### src/rtl/eth_mdio_pkg.sv
// eth_mdio_pkg: controller state encoding, BMSR constants and init-table record.
// Shared by eth_mdio_ctrl and eth_mdio_init_rom.
package eth_mdio_pkg;

    typedef enum logic [2:0] {
        S_INIT,
        S_INIT_WAIT,
        S_IDLE,
        S_USR_WAIT,
        S_POLL_WAIT
    } state_t;

    localparam logic [4:0] REG_BMSR      = 5'h01;
    localparam int         BMSR_LINK_BIT = 2;

    typedef struct packed {
        logic [4:0]  areg;
        logic [15:0] data;
    } init_entry_t;

endpackage

### src/rtl/eth_mdio_init_rom.sv
// eth_mdio_init_rom: combinational PHY init write table, looked up by entry index.
// Indices beyond the populated entries return a zero record.
module eth_mdio_init_rom
    import eth_mdio_pkg::*;
(
    input  logic [3:0]  i_idx,
    output init_entry_t o_entry
);

    always_comb begin
        case (i_idx)
            4'd0:    o_entry = '{areg: 5'h00, data: 16'h8000};
            4'd1:    o_entry = '{areg: 5'h04, data: 16'h01E1};
            4'd2:    o_entry = '{areg: 5'h09, data: 16'h0300};
            4'd3:    o_entry = '{areg: 5'h00, data: 16'h1200};
            default: o_entry = '{areg: 5'h00, data: 16'h0000};
        endcase
    end

endmodule

### src/rtl/eth_mdio_ctrl.sv
// eth_mdio_ctrl: PHY management sequencer -- init table, user access, periodic BMSR link poll.
// Link polling is compiled in only when ETH_MDIO_POLL_EN is defined.
module eth_mdio_ctrl
    import eth_mdio_pkg::*;
#(
    parameter logic [4:0] G_PHY_ADDR    = 5'h06,
    parameter int         G_INIT_CNT    = 4,
    parameter int         G_POLL_PERIOD = 1000000
) (
    input  logic        clk,
    input  logic        rst,
    input  logic        usr_req,
    input  logic        usr_dir,
    input  logic [4:0]  usr_areg,
    input  logic [15:0] usr_txd,
    output logic [15:0] usr_rxd,
    output logic        usr_ack,
    output logic        usr_busy,
    output logic        mdio_start,
    output logic        mdio_dir,
    output logic [4:0]  mdio_aphy,
    output logic [4:0]  mdio_areg,
    output logic [15:0] mdio_txd,
    input  logic [15:0] mdio_rxd,
    input  logic        mdio_done,
    input  logic        mdio_busy,
    output logic        init_done,
    output logic        link_up,
    output logic [15:0] poll_cnt
);

    state_t      r_state, w_state_nxt;
    logic [3:0]  r_idx;
    init_entry_t w_entry;
    logic        w_issue, w_dir, w_init_step, w_usr_done, w_poll_pending;
    logic        w_init_last;
    logic [4:0]  w_areg;
    logic [15:0] w_txd;
    logic        r_start, r_dir, r_ack, r_busy, r_init_done;
    logic [4:0]  r_aphy, r_areg;
    logic [15:0] r_txd, r_usr_rxd;

    eth_mdio_init_rom u_rom (
        .i_idx   (r_idx),
        .o_entry (w_entry)
    );

    assign w_init_last = (r_idx == 4'(G_INIT_CNT - 1));

    always_comb begin
        w_state_nxt = r_state;
        w_issue     = 1'b0;
        w_dir       = 1'b1;
        w_areg      = w_entry.areg;
        w_txd       = w_entry.data;
        w_init_step = 1'b0;
        w_usr_done  = 1'b0;
        case (r_state)
            S_INIT: if (!mdio_busy) begin
                w_issue     = 1'b1;
                w_state_nxt = S_INIT_WAIT;
            end
            S_INIT_WAIT: if (mdio_done) begin
                w_init_step = 1'b1;
                w_state_nxt = w_init_last ? S_IDLE : S_INIT;
            end
            S_IDLE: if (usr_req && !mdio_busy) begin
                w_issue     = 1'b1;
                w_dir       = usr_dir;
                w_areg      = usr_areg;
                w_txd       = usr_txd;
                w_state_nxt = S_USR_WAIT;
            end else if (w_poll_pending && !mdio_busy) begin
                w_issue     = 1'b1;
                w_dir       = 1'b0;
                w_areg      = REG_BMSR;
                w_txd       = '0;
                w_state_nxt = S_POLL_WAIT;
            end
            S_USR_WAIT: if (mdio_done) begin
                w_usr_done  = 1'b1;
                w_state_nxt = S_IDLE;
            end
            S_POLL_WAIT: if (mdio_done) w_state_nxt = S_IDLE;
            default: w_state_nxt = S_INIT;
        endcase
    end

    always_ff @(posedge clk or posedge rst) begin
        if (rst) begin
            r_state     <= S_INIT;
            r_idx       <= '0;
            r_start     <= 1'b0;
            r_dir       <= 1'b0;
            r_aphy      <= '0;
            r_areg      <= '0;
            r_txd       <= '0;
            r_usr_rxd   <= '0;
            r_ack       <= 1'b0;
            r_busy      <= 1'b0;
            r_init_done <= 1'b0;
        end else begin
            r_state <= w_state_nxt;
            r_start <= w_issue;
            r_ack   <= w_usr_done;
            r_busy  <= (w_state_nxt == S_USR_WAIT);
            if (w_issue) begin
                r_dir  <= w_dir;
                r_aphy <= G_PHY_ADDR;
                r_areg <= w_areg;
                r_txd  <= w_txd;
            end
            if (w_init_step && !w_init_last) r_idx <= r_idx + 4'd1;
            if (w_init_step && w_init_last) r_init_done <= 1'b1;
            if (w_usr_done && !r_dir) r_usr_rxd <= mdio_rxd;
        end
    end

`ifdef ETH_MDIO_POLL_EN
    logic [31:0] r_timer;
    logic        r_poll_pending, r_link_up;
    logic [15:0] r_poll_cnt;
    logic        w_wrap, w_poll_take, w_poll_done;

    assign w_wrap      = r_init_done && (r_timer == 32'(G_POLL_PERIOD - 1));
    assign w_poll_take = w_issue && (w_state_nxt == S_POLL_WAIT);
    assign w_poll_done = (r_state == S_POLL_WAIT) && mdio_done;

    // A wrap landing while a poll is already pending just merges into it.
    always_ff @(posedge clk or posedge rst) begin
        if (rst) begin
            r_timer        <= '0;
            r_poll_pending <= 1'b0;
            r_link_up      <= 1'b0;
            r_poll_cnt     <= '0;
        end else begin
            if (r_init_done) r_timer <= w_wrap ? '0 : r_timer + 32'd1;
            if (w_wrap) r_poll_pending <= 1'b1;
            else if (w_poll_take) r_poll_pending <= 1'b0;
            if (w_poll_done) begin
                r_link_up  <= mdio_rxd[BMSR_LINK_BIT];
                r_poll_cnt <= r_poll_cnt + 16'd1;
            end
        end
    end

    assign w_poll_pending = r_poll_pending;
    assign link_up        = r_link_up;
    assign poll_cnt       = r_poll_cnt;
`else
    assign w_poll_pending = 1'b0;
    assign link_up        = 1'b0;
    assign poll_cnt       = '0;
`endif

    assign mdio_start = r_start;
    assign mdio_dir   = r_dir;
    assign mdio_aphy  = r_aphy;
    assign mdio_areg  = r_areg;
    assign mdio_txd   = r_txd;
    assign usr_rxd    = r_usr_rxd;
    assign usr_ack    = r_ack;
    assign usr_busy   = r_busy;
    assign init_done  = r_init_done;

endmodule

### config.mk
export PLATFORM = sky130hd
export DESIGN_NAME = eth_mdio_ctrl
export DESIGN_NICKNAME = d
export VERILOG_FILES = /design/src/rtl/eth_mdio_pkg.sv /design/src/rtl/eth_mdio_init_rom.sv /design/src/rtl/eth_mdio_ctrl.sv
export SDC_FILE = /design/constraint.sdc
export NUM_CORES = 1
export LEC_CHECK = 0
export ABC_AREA = 1
export CAP_MARGIN = 20
export CORE_MARGIN = 5
export CORE_UTILIZATION = 45
export DETAILED_ROUTE_END_ITERATION = 12
export PLACE_DENSITY = 0.86
export SLEW_MARGIN = 20
export SYNTH_ARGS = -nofsm -noshare
export SYNTH_HDL_FRONTEND = slang
export SYNTH_SLANG_ARGS = --single-unit
### constraint.sdc
create_clock -name clk -period 3.2 [get_ports clk]
set_input_delay 0.64 -clock clk [delete_from_list [all_inputs] [get_ports clk]]
set_output_delay 0.64 -clock clk [all_outputs]
set_load 0.05 [all_outputs]
# [After elaboration in Yosys (flattened, before gate mapping)]
# Index checks and enable logic that the tools add are counted.
[totals] in_bits=43 word_cells=49 regBits=50 out_inout_bits=64
[classes] n_addsub=1 mux=19 n_reduce_logical=10 eq_ne=8
[ops] cell="one-hot mux 20 bit (4 select lines)" n=1
[ops] cell="2-to-1 mux 16 bit" n=2
[ops] cell="2-to-1 mux 3 bit" n=4
[ops] cell="one-hot mux 3 bit (4 select lines)" n=1
[ops] cell="2-to-1 mux 5 bit" n=2
[ops] cell="equality test 3 x 2 -> 1 bit (second input constant)" n=3
[ops] cell="equality test 4 x 2 -> 1 bit (second input constant)" n=2
[ops] cell="2-to-1 mux 1 bit" n=7
[ops] cell="adder 4 x 1 -> 4 bit (second input constant)" n=1
[ops] cell="equality test 4 x 1 -> 1 bit (second input constant)" n=1
[ops] cell="logical AND 1 bit" n=4
[ops] cell="zero test 4 bit" n=1
[ops] cell="equality test 3 x 1 -> 1 bit (second input constant)" n=1
[ops] cell="equality test 3 bit (second input constant)" n=1
[ops] cell="zero test 1 bit" n=3
[ops] cell="zero test 3 bit" n=1
[ops] cell="2-to-1 mux 2 bit" n=1
[ops] cell="one-hot mux 1 bit (2 select lines)" n=1
[ops] cell="OR reduction 2 bit" n=1

# [Longest topological paths before layout]
[depth] depth_word=5 mapped_depth=8 mapped_depth_nobuf=8

# [Hierarchy]
# A second synthesis with hierarchy kept.
[unflattened] cells_unflattened=377 hier_area_um2=2793.9
[by_module_without_submodules] module="eth_mdio_ctrl" instances=1 area_each_um2=2615.0 cells_per_inst=345 seq_area_each_um2=1251.2
[by_module_without_submodules] module="eth_mdio_init_rom" instances=1 area_each_um2=178.9 cells_per_inst=32 seq_area_each_um2=0.0

# [Worst setup path before layout]
# Ideal clock, no wire load.
[synth_timing] path_type="flip-flop to output port" from="register mdio_aphy[1] (netlist name)" to="output port mdio_aphy[2]" path_slack_ns=1.662 stages_incl_launch_ff=2 n_path_buf=1 t_arrival_ns=0.898 cell_sequence="dfrtp_1 > buf_4"
[synth_lines] element="end, declared" line="eth_mdio_ctrl.sv:21" text="output logic [4:0] mdio_aphy,"
# No word-level cell between the ends.

# [Final worst setup path]
[layout_timing] from="register r_dir (netlist: mdio_dir)" to="output port mdio_dir"
[layout_lines] element="start, declared" line="eth_mdio_ctrl.sv:39" text="logic r_start, r_dir, r_ack, r_busy, r_init_done;"
[layout_lines] element="start signal, assigned" line="eth_mdio_ctrl.sv:108" text="r_dir <= w_dir;"
[layout_lines] element="end, declared" line="eth_mdio_ctrl.sv:20" text="output logic mdio_dir,"
# No word-level cell between the ends.

==> results.json <==
{
  "yosys-top-cells-area": "dfrtp_1, nand2_1, nand3_1, buf_4, inv_1",
  "critPathLaunchType": "register",
  "first_pass_iters": 4,
  "p_leak_nw": 1.70,
  "met3_usage_pct": 5.53,
  "grt_most_used_layer": "met2",
  "fin_nets": 401,
  "synth_top_cell_by_area": "dfrtp_1",
  "maxSlewViolCount": 0,
  "grtUsageMet2_pct": 29.5,
  "synth_area_sq_um": 2370,
  "placementRows": 26,
  "grt_start_max_net_pins": 32,
  "vias": 1972,
  "wire_per_inst_microns": 13.6,
  "cp_max_fo": 2,
  "coreArea_sq_um": 5110,
  "crit_buf_inv": 1,
  "mostFrequentLayoutCells": "nand2_1, clkdlybuf4s50_1, dfrtp_1",
  "required_ns": 2.56,
  "synth_cell_types": 25,
  "netlist_instances": 270,
  "dpl-instance-area_sq_um": 3180,
  "ys_seq_area_share_pct": 52.8,
  "outcome": "completed",
  "yosys_warnings": 0,
  "io_buffers": 86,
  "start_util_pct": 46.4,
  "numCtsBuffers": 5,
  "place_ws_ns": 1.00,
  "cts.htree.levels": 2,
  "ant_nets": 0,
  "max_stage_delay_ns": 0.83,
  "clk_path_buf_depth": 2,
  "drc_errors": 0,
  "grt_remaining_overflow": 0,
  "r2r_setup_slack_ns": 1.52,
  "maxCapViolCount": 0,
  "gp_congestion": 0.840,
  "crit_family": "buffers and inverters",
  "dpl.hpwl_microns": 4470,
  "path_class": "reg2out",
  "diodes": 0,
  "setup_ws_ns": 1.04,
  "dieArea_sq_um": 6810,
  "slowest_stage": "clkdlybuf4s50_1",
  "cts-root-buf": "clkbuf_8",
  "ctsResizeCount": 0,
  "ir_drop_mv": 0.441,
  "ys_seq_elements": 50,
  "hp-start": "usr_rxd[9]$_DFFE_PP0P_",
  "slew_headroom_pct": 65.1,
  "r2r-start": "r_state[1]$_DFF_PP0_",
  "dr.first_iter.drc_count": 122,
  "routed_wl_microns": 5790,
  "grt.total_usage_pct": 17.5,
  "nFillCells": 430,
  "clock-sinks": 50,
  "hold_class": "reg2reg",
  "die_w_microns": 82.6,
  "whs_endpoint": "usr_rxd[9]$_DFFE_PP0P_",
  "cts_tree": "built",
  "use_met1_pct": 21.9,
  "regArea_sq_um": 1250,
  "die_y_microns": 82.6,
  "tns_ns": 0,
  "drive_above_1_share_pct": 5.63,
  "final_common_cell": "nand2_1",
  "antenna_found_initial": 0,
  "period_share_pct": 67.4,
  "worstHoldPathCells": 2,
  "syn_area_per_cell_sq_um": 8.77,
  "end_kind": "output port",
  "area_growth_pct": 38.8,
  "finalSetupViolations": 0,
  "max_freq_mhz": 463,
  "reg2reg_depth": 4,
  "worst_pin_slew_ns": 0.522,
  "first_global_vias": 1999,
  "via_per_inst": 4.64,
  "final_cell_area_sq_um": 3290,
  "synth_top_area_share_pct": 52.8,
  "critPathArrivalTime_ns": 1.52,
  "grt_pass1_wl_microns": 9270,
  "p_total_w": 0.00241,
  "r2r_end": "mdio_aphy[1]$_DFFE_PP0P_",
  "skew_ns": 0.00697,
  "ios": 107,
  "pwr_density_cell_nw_per_um2": 733,
  "crit_chain": "clkdlybuf4s50_1",
  "finalCriticalPeriod_ns": 2.16,
  "multi_input_area_sq_um": 900,
  "postCtsSetupBuffers": 0,
  "hold_viol": 0,
  "insertion_delay_ns": 0.29,
  "clkTransAtPathRegs_ns": 0.09,
  "rsz0062_at_grt": "false",
  "cts_hold_buf": 0
}
## how the worst max path moves through the flow
stage | start | end | cells after the start
2_1_floorplan | rst | init_done$_DFFE_PP0P_ | 1
3_3_place_gp | mdio_done | usr_rxd[9]$_DFFE_PP0P_ | 6
3_5_place_dp | mdio_done | usr_rxd[5]$_DFFE_PP0P_ | 6
4_1_cts | mdio_dir$_DFFE_PP0P_ | mdio_dir | 1
5_1_grt | mdio_txd[15]$_DFFE_PP0P_ | mdio_txd[15] | 1
6_report | mdio_dir$_DFFE_PP0P_ | mdio_dir | 1
## area by class of cell
type,count,share of cell area [%]
multi-input cells,191,27.4
well taps,70,2.66
inverters,19,2.17
clock buffers,5,2.09
repair buffers,87,26.4
flip-flops and latches,50,38.1
clock inverters,3,1.22
## registers in the layout, summed over array words and instances (netlist names), 3 cells and up
signal / count
mdio_txd: 16
usr_rxd: 16
mdio_areg: 5
r_idx: 4
r_state: 3
## layer usage
layer / vias up / routed length, microns / share of wire [%]
met5: - / 0 / 0
met4: 0 / 41 / 0.71
met1: 920 / 2410 / 42
met2: 80 / 2780 / 48
met3: 6 / 547 / 9.5
li1: 966 / - / -
## per-stage QoR
stage | hold slack, ns | utilization, % | cells
after floorplan | 0.493 | - | 289
after global placement | 0.453 | 62.2 | 417
after detailed placement | 0.458 | 62.2 | 417
after CTS | 0.478 | 64.4 | 425
after global routing | 0.493 | 64.4 | 425
final | 0.474 | 64.4 | 425
## cells by family after synthesis
family / Yosys count / share of synthesized area (%)
flip-flops: 50 / 52.8
AO/OA/AOI/OAI: 7 / 1.48
AND/OR/NAND/NOR: 158 / 30.5
buffers and inverters: 48 / 12.2
other: 1 / 0.158
XOR/XNOR: 2 / 0.740
adder cells (fa/ha/maj): 4 / 2.11
## synthesized netlist by cell type
cell      instances
nand2_1         102
clkbuf_1          1
buf_6             3
nor2_4            2
nand3_1          35
nand3_2           1
clkbuf_2          1
nand3_4           2
nor2_8            1
o21ai_0           5
or2_2             1
buf_4            22
nand2_4           1
xor2_1            2
inv_1            17
conb_1            1
buf_2             2
inv_2             1
ha_1              4
a21oi_1           2
dfrtp_1          50
clkinv_1          1
nand2_2           1
nor2_1            9
nand4_1           3
## report_power, final
| part | total [W] | internal, W | switching, W |
|---|---|---|---|
| logic | 0.00109 | 0.000350 | 0.000740 |
| registers | 0.000887 | 0.000773 | 0.000114 |
| clock network | 0.000431 | 0.000230 | 0.000201 |
Note: power is estimated with default switching activity, not from simulation.
